[config.mk]
export PLATFORM = sky130hd
export DESIGN_NAME = pipeline_ctrl
export DESIGN_NICKNAME = d
export VERILOG_FILES = /design/src/rtl/pipeline_ctrl_pkg.sv /design/src/rtl/pipeline_ctrl_hazard_detect.sv /design/src/rtl/pipeline_ctrl.sv
export SDC_FILE = /design/constraint.sdc
export NUM_CORES = 1
export LEC_CHECK = 0
export BUFFER_PORTS_ARGS = -buffer_cell sky130_fd_sc_hd__buf_4
export CORE_MARGIN = 5
export CORE_UTILIZATION = 50
export CTS_CLUSTER_DIAMETER = 40
export CTS_CLUSTER_SIZE = 8
export DETAILED_ROUTE_END_ITERATION = 8
export GPL_TIMING_DRIVEN = 0
export PLACE_DENSITY = 0.77
export REMOVE_ABC_BUFFERS = 1
export SLEW_MARGIN = 30
export SYNTH_ARGS = -nofsm -noshare
export SYNTH_HDL_FRONTEND = slang
export SYNTH_SLANG_ARGS = --single-unit
[constraint.sdc]
create_clock -name clock -period 8 [get_ports clock]
set_clock_uncertainty 0.2 [all_clocks]
set_input_delay 2 -clock clock [delete_from_list [all_inputs] [get_ports clock]]
set_output_delay 2 -clock clock [all_outputs]
set_load 0.01 [all_outputs]
[src/rtl/pipeline_ctrl_pkg.sv]
// Shared pipeline control types: FSM state, stage count
// and the stall/flush control bundle.
package pipeline_ctrl_pkg;

    localparam int unsigned NUM_STAGES = 5;

    typedef enum logic [1:0] {
        ST_RUN   = 2'd0,
        ST_WAIT  = 2'd1,
        ST_ERROR = 2'd2
    } state_e;

    typedef struct packed {
        logic pc_stall;
        logic if_id_stall;
        logic id_ex_stall;
        logic ex_mem_stall;
        logic if_id_flush;
        logic id_ex_flush;
        logic mem_wb_flush;
    } ctrl_t;

    localparam ctrl_t CTRL_NONE   = '0;
    localparam ctrl_t CTRL_RESET  = 7'b0000_111;
    localparam ctrl_t CTRL_FREEZE = 7'b1111_001;
    localparam ctrl_t CTRL_BRANCH = 7'b0000_110;
    localparam ctrl_t CTRL_LDUSE  = 7'b1100_010;

endpackage

[src/rtl/pipeline_ctrl_hazard_detect.sv]
// Load-use hazard compare between the EX load and
// the ID-stage source operands.
module hazard_detect (
    input  logic       id_valid,
    input  logic       id_uses_rs1,
    input  logic       id_uses_rs2,
    input  logic [4:0] id_rs1,
    input  logic [4:0] id_rs2,
    input  logic       ex_valid,
    input  logic       ex_is_load,
    input  logic [4:0] ex_rd,
    output logic       load_use
);

    logic rs1_hit;
    logic rs2_hit;

    // x0 never creates a dependency
    always_comb begin
        rs1_hit  = id_uses_rs1 && (id_rs1 == ex_rd);
        rs2_hit  = id_uses_rs2 && (id_rs2 == ex_rd);
        load_use = ex_valid && ex_is_load
                && (ex_rd != 5'd0) && id_valid
                && (rs1_hit || rs2_hit);
    end

endmodule

[src/rtl/pipeline_ctrl.sv]
// Pipeline stall/flush controller with memory-wait
// FSM, timeout error and stall-cycle counter.
module pipeline_ctrl
    import pipeline_ctrl_pkg::*;
#(
    parameter int unsigned TIMEOUT = 255,
    parameter int unsigned CNT_W   = 8
) (
    input  logic        clock,
    input  logic        reset,
    input  logic        id_valid,
    input  logic        id_uses_rs1,
    input  logic        id_uses_rs2,
    input  logic [4:0]  id_rs1,
    input  logic [4:0]  id_rs2,
    input  logic        ex_valid,
    input  logic        ex_is_load,
    input  logic [4:0]  ex_rd,
    input  logic        ex_branch_taken,
    input  logic        mem_req,
    input  logic        mem_ack,
    output logic        pc_stall,
    output logic        if_id_stall,
    output logic        id_ex_stall,
    output logic        ex_mem_stall,
    output logic        if_id_flush,
    output logic        id_ex_flush,
    output logic        mem_wb_flush,
    output logic        error,
    output logic [31:0] stall_cycles
);

    localparam logic [CNT_W-1:0] TMO = CNT_W'(TIMEOUT);
    localparam logic [CNT_W-1:0] CNT_MAX = '1;

    state_e           state_q, state_d;
    logic [CNT_W-1:0] wait_cnt_q, wait_cnt_d;
    logic [31:0]      stall_cnt_q, stall_cnt_d;
    logic             load_use;
    logic             freeze;
    ctrl_t            ctrl;

    hazard_detect u_hazard (
        .id_valid    (id_valid),
        .id_uses_rs1 (id_uses_rs1),
        .id_uses_rs2 (id_uses_rs2),
        .id_rs1      (id_rs1),
        .id_rs2      (id_rs2),
        .ex_valid    (ex_valid),
        .ex_is_load  (ex_is_load),
        .ex_rd       (ex_rd),
        .load_use    (load_use)
    );

    // State, wait counter and stall counter registers
    always_ff @(posedge clock) begin
        if (reset) begin
            state_q     <= ST_RUN;
            wait_cnt_q  <= '0;
            stall_cnt_q <= '0;
        end else begin
            state_q     <= state_d;
            wait_cnt_q  <= wait_cnt_d;
            stall_cnt_q <= stall_cnt_d;
        end
    end

    // Next state and counter updates
    always_comb begin
        state_d = state_q;
        case (state_q)
            ST_RUN: begin
                if (mem_req && !mem_ack) state_d = ST_WAIT;
            end
            ST_WAIT: begin
                if (mem_ack)               state_d = ST_RUN;
                else if (wait_cnt_q == TMO) state_d = ST_ERROR;
            end
            ST_ERROR: state_d = ST_ERROR;
            default:  state_d = ST_RUN;
        endcase

        wait_cnt_d = '0;
        if (state_q == ST_WAIT) begin
            wait_cnt_d = (wait_cnt_q == CNT_MAX)
                       ? wait_cnt_q : wait_cnt_q + 1'b1;
        end

        stall_cnt_d = stall_cnt_q;
        if (ctrl.pc_stall && (stall_cnt_q != 32'hFFFF_FFFF))
            stall_cnt_d = stall_cnt_q + 32'd1;
    end

    // Stall/flush mux: reset > freeze > branch > load-use
    always_comb begin
        freeze = ((state_q == ST_RUN) && mem_req && !mem_ack)
              || ((state_q == ST_WAIT) && !mem_ack)
              || (state_q == ST_ERROR);
        if (reset)                ctrl = CTRL_RESET;
        else if (freeze)          ctrl = CTRL_FREEZE;
        else if (ex_branch_taken) ctrl = CTRL_BRANCH;
        else if (load_use)        ctrl = CTRL_LDUSE;
        else                      ctrl = CTRL_NONE;
    end

    assign pc_stall     = ctrl.pc_stall;
    assign if_id_stall  = ctrl.if_id_stall;
    assign id_ex_stall  = ctrl.id_ex_stall;
    assign ex_mem_stall = ctrl.ex_mem_stall;
    assign if_id_flush  = ctrl.if_id_flush;
    assign id_ex_flush  = ctrl.id_ex_flush;
    assign mem_wb_flush = ctrl.mem_wb_flush;
    assign error        = (state_q == ST_ERROR);
    assign stall_cycles = stall_cnt_q;

endmodule

# [Yosys cells after proc, flatten, opt, wreduce, memory -nomap -nowiden]
# Index checks and enable logic that the tools add are counted.
[totals] ff_bits=42 out_inout_bits=40
[classes] reduce_logical=19 mux=8 bitwise_logic=1 n_addsub=2 eq_ne=8
[op_table] cell="$add A32 B1 Y32 const B" n=1
[op_table] cell="$ne A32 B32 Y1 const B" n=1
[op_table] cell="$mux W7" n=4
[op_table] cell="$logic_and A1 B1 Y1" n=11
[op_table] cell="$eq A5 B5 Y1" n=2
[op_table] cell="$add A8 B1 Y8 const B" n=1
[op_table] cell="$eq A8 B8 Y1 const B" n=1
[op_table] cell="$mux W2" n=3
[op_table] cell="$pmux W2 S3" n=1
[op_table] cell="$reduce_bool A5 Y1" n=1
[op_table] cell="$logic_or A1 B1 Y1" n=3
[op_table] cell="$ne A3 B2 Y1 const B" n=1
[op_table] cell="$eq A2 B1 Y1 const B" n=1
[op_table] cell="$eq A2 B2 Y1 const B" n=1
[op_table] cell="$logic_not A2 Y1" n=1
[op_table] cell="$ne A2 B2 Y1 const B" n=1
[op_table] cell="$reduce_and A2 Y1" n=1
[op_table] cell="$reduce_or A2 Y1" n=1
[op_table] cell="$logic_not A1 Y1" n=1
[op_table] cell="$not A1 Y1" n=1

# [Logic depth before layout (Yosys ltp)]
# Gate-level depths: netlist of run 1.
[logic_depth] ltp_word=9 depth_mapped=9

# [Modules after synthesis]
# A second synthesis of run 1 with hierarchy kept.
[hier_totals] cells_unflattened=281 hier_area_um2=2338.5
[modules_own_cells] mod="pipeline_ctrl" area_each_um2=2207.1 seq_area_each_um2=840.8 cells_each=264 n_inst=1
[modules_own_cells] mod="hazard_detect" area_each_um2=131.4 seq_area_each_um2=0.0 cells_each=17 n_inst=1

# [Least setup slack after synthesis of run 1]
# No wires, ideal clock.
[synth_timing] path_kind="input to output" startpoint="in reset" endpoint="out pc_stall" cell_stages=6 arrival_time_ns=3.099 required_time_ns=5.800 path_slack_ns=2.701 path_cell_list="clkbuf_1 > inv_1 > clkbuf_1 > nand2_1 > a21oi_1 > buf_4"
[synth_via] elab_chain_cells=1
[synth_rtl] element="from (decl)" line_no="pipeline_ctrl.sv:10" source="input logic reset,"
[synth_rtl] element="$mux W7" line_no="pipeline_ctrl.sv:99" source="if (reset) ctrl = CTRL_RESET;"
[synth_rtl] element="to (decl)" line_no="pipeline_ctrl.sv:22" source="output logic pc_stall,"
# Every way passes these cells.

# [Worst setup path after layout of run 1]
[layout_timing] startpoint="in ex_rd[0]" endpoint="out if_id_stall"
[layout_via] elab_chain_cells=8
[layout_rtl] element="from (decl)" line_no="pipeline_ctrl.sv:18" source="input logic [4:0] ex_rd,"
[layout_rtl] element="$eq A5 B5 Y1 (tied with other cells)" line_no="pipeline_ctrl_hazard_detect.sv:20" source="rs1_hit = id_uses_rs1 && (id_rs1 == ex_rd);"
[layout_rtl] element="$logic_and A1 B1 Y1 (on tied branches)" line_no="pipeline_ctrl_hazard_detect.sv:20, pipeline_ctrl_hazard_detect.sv:21, pipeline_ctrl_hazard_detect.sv:23"
[layout_rtl] element="$logic_or A1 B1 Y1 or $logic_and A1 B1 Y1 (tied branches)" line_no="pipeline_ctrl_hazard_detect.sv:24, pipeline_ctrl_hazard_detect.sv:23"
[layout_rtl] element="$logic_and A1 B1 Y1 (*)" line_no="pipeline_ctrl_hazard_detect.sv:24" source="&& (rs1_hit || rs2_hit);"
[layout_rtl] element="$mux W7 (*)" line_no="pipeline_ctrl.sv:102" source="else if (load_use) ctrl = CTRL_LDUSE;"
[layout_rtl] element="$mux W7 (*)" line_no="pipeline_ctrl.sv:101" source="else if (ex_branch_taken) ctrl = CTRL_BRANCH;"
[layout_rtl] element="$mux W7 (*)" line_no="pipeline_ctrl.sv:100" source="else if (freeze) ctrl = CTRL_FREEZE;"
[layout_rtl] element="$mux W7 (*)" line_no="pipeline_ctrl.sv:99"
[layout_rtl] element="to (decl)" line_no="pipeline_ctrl.sv:23" source="output logic if_id_stall,"
# Every way passes the cells marked *; elsewhere a longest branch is shown, timed or not.

==> impl_metrics.toml, run 1 <==
[cts]
clock-sinks = 42
htree_levels = 2
hold_buffers = 0
postCtsSetupRepairBufs = 0
clockBufferDepth = 2
cts-resized-gates = 0
cts_tree = "built"
clock-root-buffer = "clkbuf_8"
numCtsBuffers = 5
clk_pin_slew_ns = 0.09
clk_latency_ns = 0.31

[worst_setup_path]
path_cells = "buf_4 > xnor2_1 > nand4_1 > o22ai_1 > nand2_1 > a21oi_1 > buf_4"
crit_slowest_cell = "o22ai_1"
required_ns = 5.80
crit_path_max_fanout = 3
r2r_slack_ns = 5.02
slowest_delay_ns = 0.24
regToRegStartpoint = "stall_cycles[14]$_SDFFE_PP0P_"
critical_path_arrival_ns = 3.10
r2r_cells = 7
r2r-end = "stall_cycles[25]$_SDFFE_PP0P_"
critPathLaunchType = "input pin"
cp-end-kind = "primary output"
worstSetupPathType = "input pin to primary output"
crit_path_frequent_cell = "buf_4"

[hold_path]
hold_depth = 2
min_from = "stall_cycles[19]$_SDFFE_PP0P_"
hold_path.class = "flop to flop"
hold_end = "stall_cycles[19]$_SDFFE_PP0P_"

[detailed_routing]
wl_per_cell_um = 14.2
drt_iter0_drc = 162
ant_nets = 0
drt_first_pass_iters = 4
drc = 0
postRouteWirelength_mm = 5.51
vias = 2205
routed_via_density = 5.70

[cells_and_area]
final_net_count = 361
drive_gt1_share_pct = 24.2
nFillCells = 375
area_delta_synth_final_pct = 25.1
final_util_pct = 64.6
diodes = 0

[floorplan]
core_area_um2 = 4350
chipWidth_um = 77.1
initial_core_util_pct = 51.7
num_rows = 24
die_y_um = 77.1
ioPinCount = 65
die_area_um2 = 5940

[power_and_ir_drop]
power.internal_uw = 288
swShare_pct = 25.5
p_comb_share_pct = 8.8
seq_power_share_pct = 54.3
power.density_nw_per_um2 = 138
p_sw_uw = 98.7
leakage_uw = 0.00106
peakVddDrop_v = 0.000102
p_clk_share_pct = 36.9

[timing]
slew_violations = 0
finalCritPeriodShare_pct = 66.2
slew_headroom_pct = 38.2
worst_pin_slew_ns = 0.924
finalSetupViolCount = 0
rsz0062_at_grt = "false"
fmax_mhz = 189
hold_violations = 0
tns_ns = 0
min_period_ns = 5.30

[synthesis]
ys_top_cells_by_area = "dfxtp_1 (37%), xnor2_1 (8.6%), nor2_1 (6.3%)"
synth_seq_area_share_pct = 37.4
synth_top_cell_area_share_pct = 37.4
synthTopCellsByCount = "dfxtp_1 (42), nor2_1 (38), nand2_1 (23), xnor2_1 (22), nand3_1 (16)"
synth-edff-count = 0
synthMostInstantiatedCell = "dfxtp_1"
syn_area_um2 = 2250
synth_top_area_cell = "dfxtp_1"
yosys_warnings = 0
yosys_register_bits = 42
syn_area_per_cell_um2 = 8.12
synth_async_sr_flop_share_pct = 0
synth.distinct_cells = 44
synth_cells = 277
ys.flop_type = "dfxtp_1"

[place]
portBuffers = 64
routabilityCongestion = 0.791
hpwl_mm = 4.06

[grt]
grt_pass1_vias = 2000
grt_use_total_pct = 18.7
antenna_found_initial = 0
overflow = 0
grt_max_degree = 37
grt_pass1_wl_mm = 9.29

[status]
status = "complete, no violations"

[flow_run]
drv_cap = 0
[flip-flops by register name, indices dropped and copies added (netlist names)]
name          count
state_q           2
wait_cnt_q        8
stall_cycles     32
[critical path: cells and delay by family]
kind | cells | cell delay, ns
compound gates | 2 | 0.45
xor+xnor | 1 | 0.15
buf+inv | 2 | 0.28
simple gates | 2 | 0.21
[power by group through the flow]
stage | combinational [uW] | clock [uW] | sequential, uW
floorplan | 14.7 | 0 | 215
global placement | 33.6 | 0 | 215
detailed placement | 34.0 | 0 | 215
CTS | 34.1 | 145 | 210
global route | 37.5 | 155 | 210
finish | 34.0 | 143 | 210
[cell usage in the layout, fill, tap and decap left out, types with 7 or more instances in the layout]
cell and instances:
nand4_1 14, dfxtp_1 42, xnor2_1 22, a21oi_1 14, buf_4 64, nand3_1 16
nor2_1 38, o21ai_0 9, nor3_1 9, nand2_1 23, or3_1 7
[final cells by class]
cell class | instances | area [um2] | share of cell area [%]
repair buffers | 64 | 480 | 17.1
multi-input cells | 216 | 1320 | 46.8
clock inverters | 3 | 23.8 | 0.845
inverters | 5 | 18.8 | 0.667
well taps | 52 | 65.1 | 2.31
clock buffers | 5 | 68.8 | 2.45
flip-flops and latches | 42 | 841 | 29.9
[how the worst max path moves through the flow]
stage | slack, ns | end | startpoint
floorplan | 2.92 | if_id_stall | mem_ack
global placement | 2.73 | if_id_stall | ex_rd[3]
detailed placement | 2.70 | if_id_stall | ex_rd[2]
CTS | 2.69 | if_id_stall | ex_rd[4]
global route | 2.58 | pc_stall | ex_rd[4]
finish | 2.70 | if_id_stall | ex_rd[0]
[layer usage]
| layer | up-vias | GRT usage [%] | part of all wire (%) |
|---|---|---|---|
| met4 | 0 | 6.19 | 1.3 |
| met1 | 1029 | 24.2 | 45 |
| li1 | 1113 | - | - |
| met3 | 7 | 4.57 | 5.1 |
| met2 | 56 | 30.6 | 49 |
| met5 | - | 0 | 0 |
[stage by stage]
stage / hold slack, ns / instance area, um2 / setup slack (ns) / std cells / power [uW]
floorplan: 0.272 / 2180 / 2.92 / 263 / 230
global placement: 0.286 / 2720 / 2.73 / 379 / 249
detailed placement: 0.297 / 2720 / 2.70 / 379 / 249
CTS: 0.311 / 2810 / 2.69 / 387 / 390
global route: 0.335 / 2810 / 2.58 / 387 / 403
finish: 0.307 / 2810 / 2.70 / 387 / 387
[kinds of logic after synthesis]
kind of cell    synth area share [%]
fa+ha+maj                       1.11
simple gates                    32.2
mux                             2.39
buf+inv                         4.12
flops                           37.4
xor+xnor                        10.5
compound gates                  12.3
(Power assumes the default switching activity.)
==> run 2: changes to the inputs <==
--- a/config.mk
+++ b/config.mk
@@ -7,12 +7,12 @@
 export LEC_CHECK = 0
 export BUFFER_PORTS_ARGS = -buffer_cell sky130_fd_sc_hd__buf_4
 export CORE_MARGIN = 5
-export CORE_UTILIZATION = 50
+export CORE_UTILIZATION = 47
 export CTS_CLUSTER_DIAMETER = 40
 export CTS_CLUSTER_SIZE = 8
 export DETAILED_ROUTE_END_ITERATION = 8
 export GPL_TIMING_DRIVEN = 0
-export PLACE_DENSITY = 0.77
+export PLACE_DENSITY = 0.76
 export REMOVE_ABC_BUFFERS = 1
 export SLEW_MARGIN = 30
 export SYNTH_ARGS = -nofsm -noshare
==> constraint.sdc (replaced) <==
create_clock -name clock -period 4.85 [get_ports clock]
set_clock_uncertainty 0.2 [all_clocks]
set_input_delay 1.2125 -clock clock [delete_from_list [all_inputs] [get_ports clock]]
set_output_delay 1.2125 -clock clock [all_outputs]
set_load 0.01 [all_outputs]
==> run 2 against run 1 <==
Critical path depth unchanged. Global-route usage is essentially flat. Register-to-register slack worse by 3.2 ns. Total power up 64%. First-iteration DRC count fell by 37%. Clock power grew 62%. Clock-buffer cell count stayed put. Cell count grew 0.52%. Design area did not move. Largest power group unchanged. Non-clock buffer count stayed put.
==> impl_metrics.toml, run 2 (synthesis gave the netlist of run 1 again) <==
[power_and_ir_drop]
power.density_nw_per_um2 = 225
leakage_uw = 0.00106
peakVddDrop_v = 0.000145

[worst_setup_path]
worstSetupPathType = "input pin to primary output"
critical_path_arrival_ns = 2.28
crit_path_max_fanout = 3
cp-end-kind = "primary output"
critPathLaunch = "ex_rd[3]"
critPathLaunchType = "input pin"
required_ns = 3.44
regToRegStartpoint = "stall_cycles[14]$_SDFFE_PP0P_"

[timing]
tns_ns = 0
finalCritPeriodShare_pct = 76.1
hold_violations = 0
fmax_mhz = 271
min_period_ns = 3.69
slew_headroom_pct = 36.6
slew_violations = 0
finalSetupViolCount = 0
worst_pin_slew_ns = 0.947
rsz0062_at_grt = "false"

[flow_run]
drv_cap = 0

[grt]
grt_pass1_vias = 2103
grt_pass1_wl_mm = 9.58
grt_use_total_pct = 18.8
antenna_found_initial = 0
grt_max_degree = 37
overflow = 0

[cells_and_area]
stdcell_count = 389
diodes = 0
largest_reg_flops = 32
final_net_count = 361
area_delta_synth_final_pct = 25.1
layout_commonest_cell = "buf_4"
final_util_pct = 60.0
drive_gt1_share_pct = 24.2
final_cell_mix = "buf_4 (64), dfxtp_1 (42), nor2_1 (38), nand2_1 (23), xnor2_1 (22)"

[cts]
clock-sinks = 42
clockBufferDepth = 2
clk_pin_slew_ns = 0.09
clk_latency_ns = 0.30
cts_tree = "built"
hold_buffers = 0
numCtsBuffers = 5
clock-root-buffer = "clkbuf_8"
htree_levels = 2
cts-resized-gates = 0
postCtsSetupRepairBufs = 0

[detailed_routing]
drc = 0
ant_nets = 0
wl_per_cell_um = 14.3
drt_iter0_drc = 102
drt_first_pass_iters = 4
postRouteWirelength_mm = 5.57
routed_via_density = 5.60
vias = 2179

[hold_path]
hold_path.class = "flop to flop"
min_from = "stall_cycles[19]$_SDFFE_PP0P_"

[floorplan]
num_rows = 25
die_area_um2 = 6270
core_area_um2 = 4690
die_y_um = 79.2
chipWidth_um = 79.2
initial_core_util_pct = 47.9
ioPinCount = 65

[place]
portBuffers = 64
dp.cells = 381
hpwl_mm = 4.13
routabilityCongestion = 0.775

[status]
status = "complete, no violations"
==> run 2: cell count changes in the layout (fill, tap and decap cells not counted), sizes merged <==
cell	before	now
clkinv	0	2
clkinvlp	2	1
inv	6	5
==> run 2: routing by layer <==
metal  vias to the layer above  share of wire, %  GRT usage [%]
met4                         0              0.97           4.81
met3                         7               4.5           4.88
met2                        36                51           33.2
met1                      1026                44           22.5
li1                       1110                 -              -
met5                         -                 0              0
==> run 2: worst paths after layout <==
check / to / slack, ns / cells past startpoint
min reg2reg: stall_cycles[19]$_SDFFE_PP0P_ / 0.30 / 2
min: stall_cycles[19]$_SDFFE_PP0P_ / 0.30 / 2
max: if_id_stall / 1.16 / 7
max reg2reg: stall_cycles[25]$_SDFFE_PP0P_ / 1.85 / 7
==> run 2: metrics by stage <==
stage / total power [uW] / hold slack (ns) / area [um2] / worst slack, ns
final: 635 / 0.299 / 2810 / 1.16
after global routing: 660 / 0.357 / 2810 / 1.04
after floorplan: 379 / 0.272 / 2180 / 1.34
after global placement: 410 / 0.288 / 2720 / 1.01
after detailed placement: 411 / 0.291 / 2720 / 1.01
after CTS: 641 / 0.304 / 2810 / 1.15
==> run 2: cell type report <==
cell class              count  area, um2
inverters                   5       18.8
clock inverters             3       21.3
clock buffers               5       68.8
well taps                  54       67.6
repair buffers             64        480
flip-flops and latches     42        841
fillers                   417       1880
multi-input cells         216       1320
==> run 2: power breakdown <==
part,total [uW],switching [uW],internal (uW)
Combinational,56.3,29.0,27.4
Sequential,347,1.15,345
Clock,232,130,101
==> run 2: worst max-delay path, cell delays in order <==
cell and delay (ns):
buf_4 0.13, xnor2_1 0.15, nand4_1 0.11, o22ai_1 0.22, nand2_1 0.09, a21oi_1 0.20
buf_4 0.15
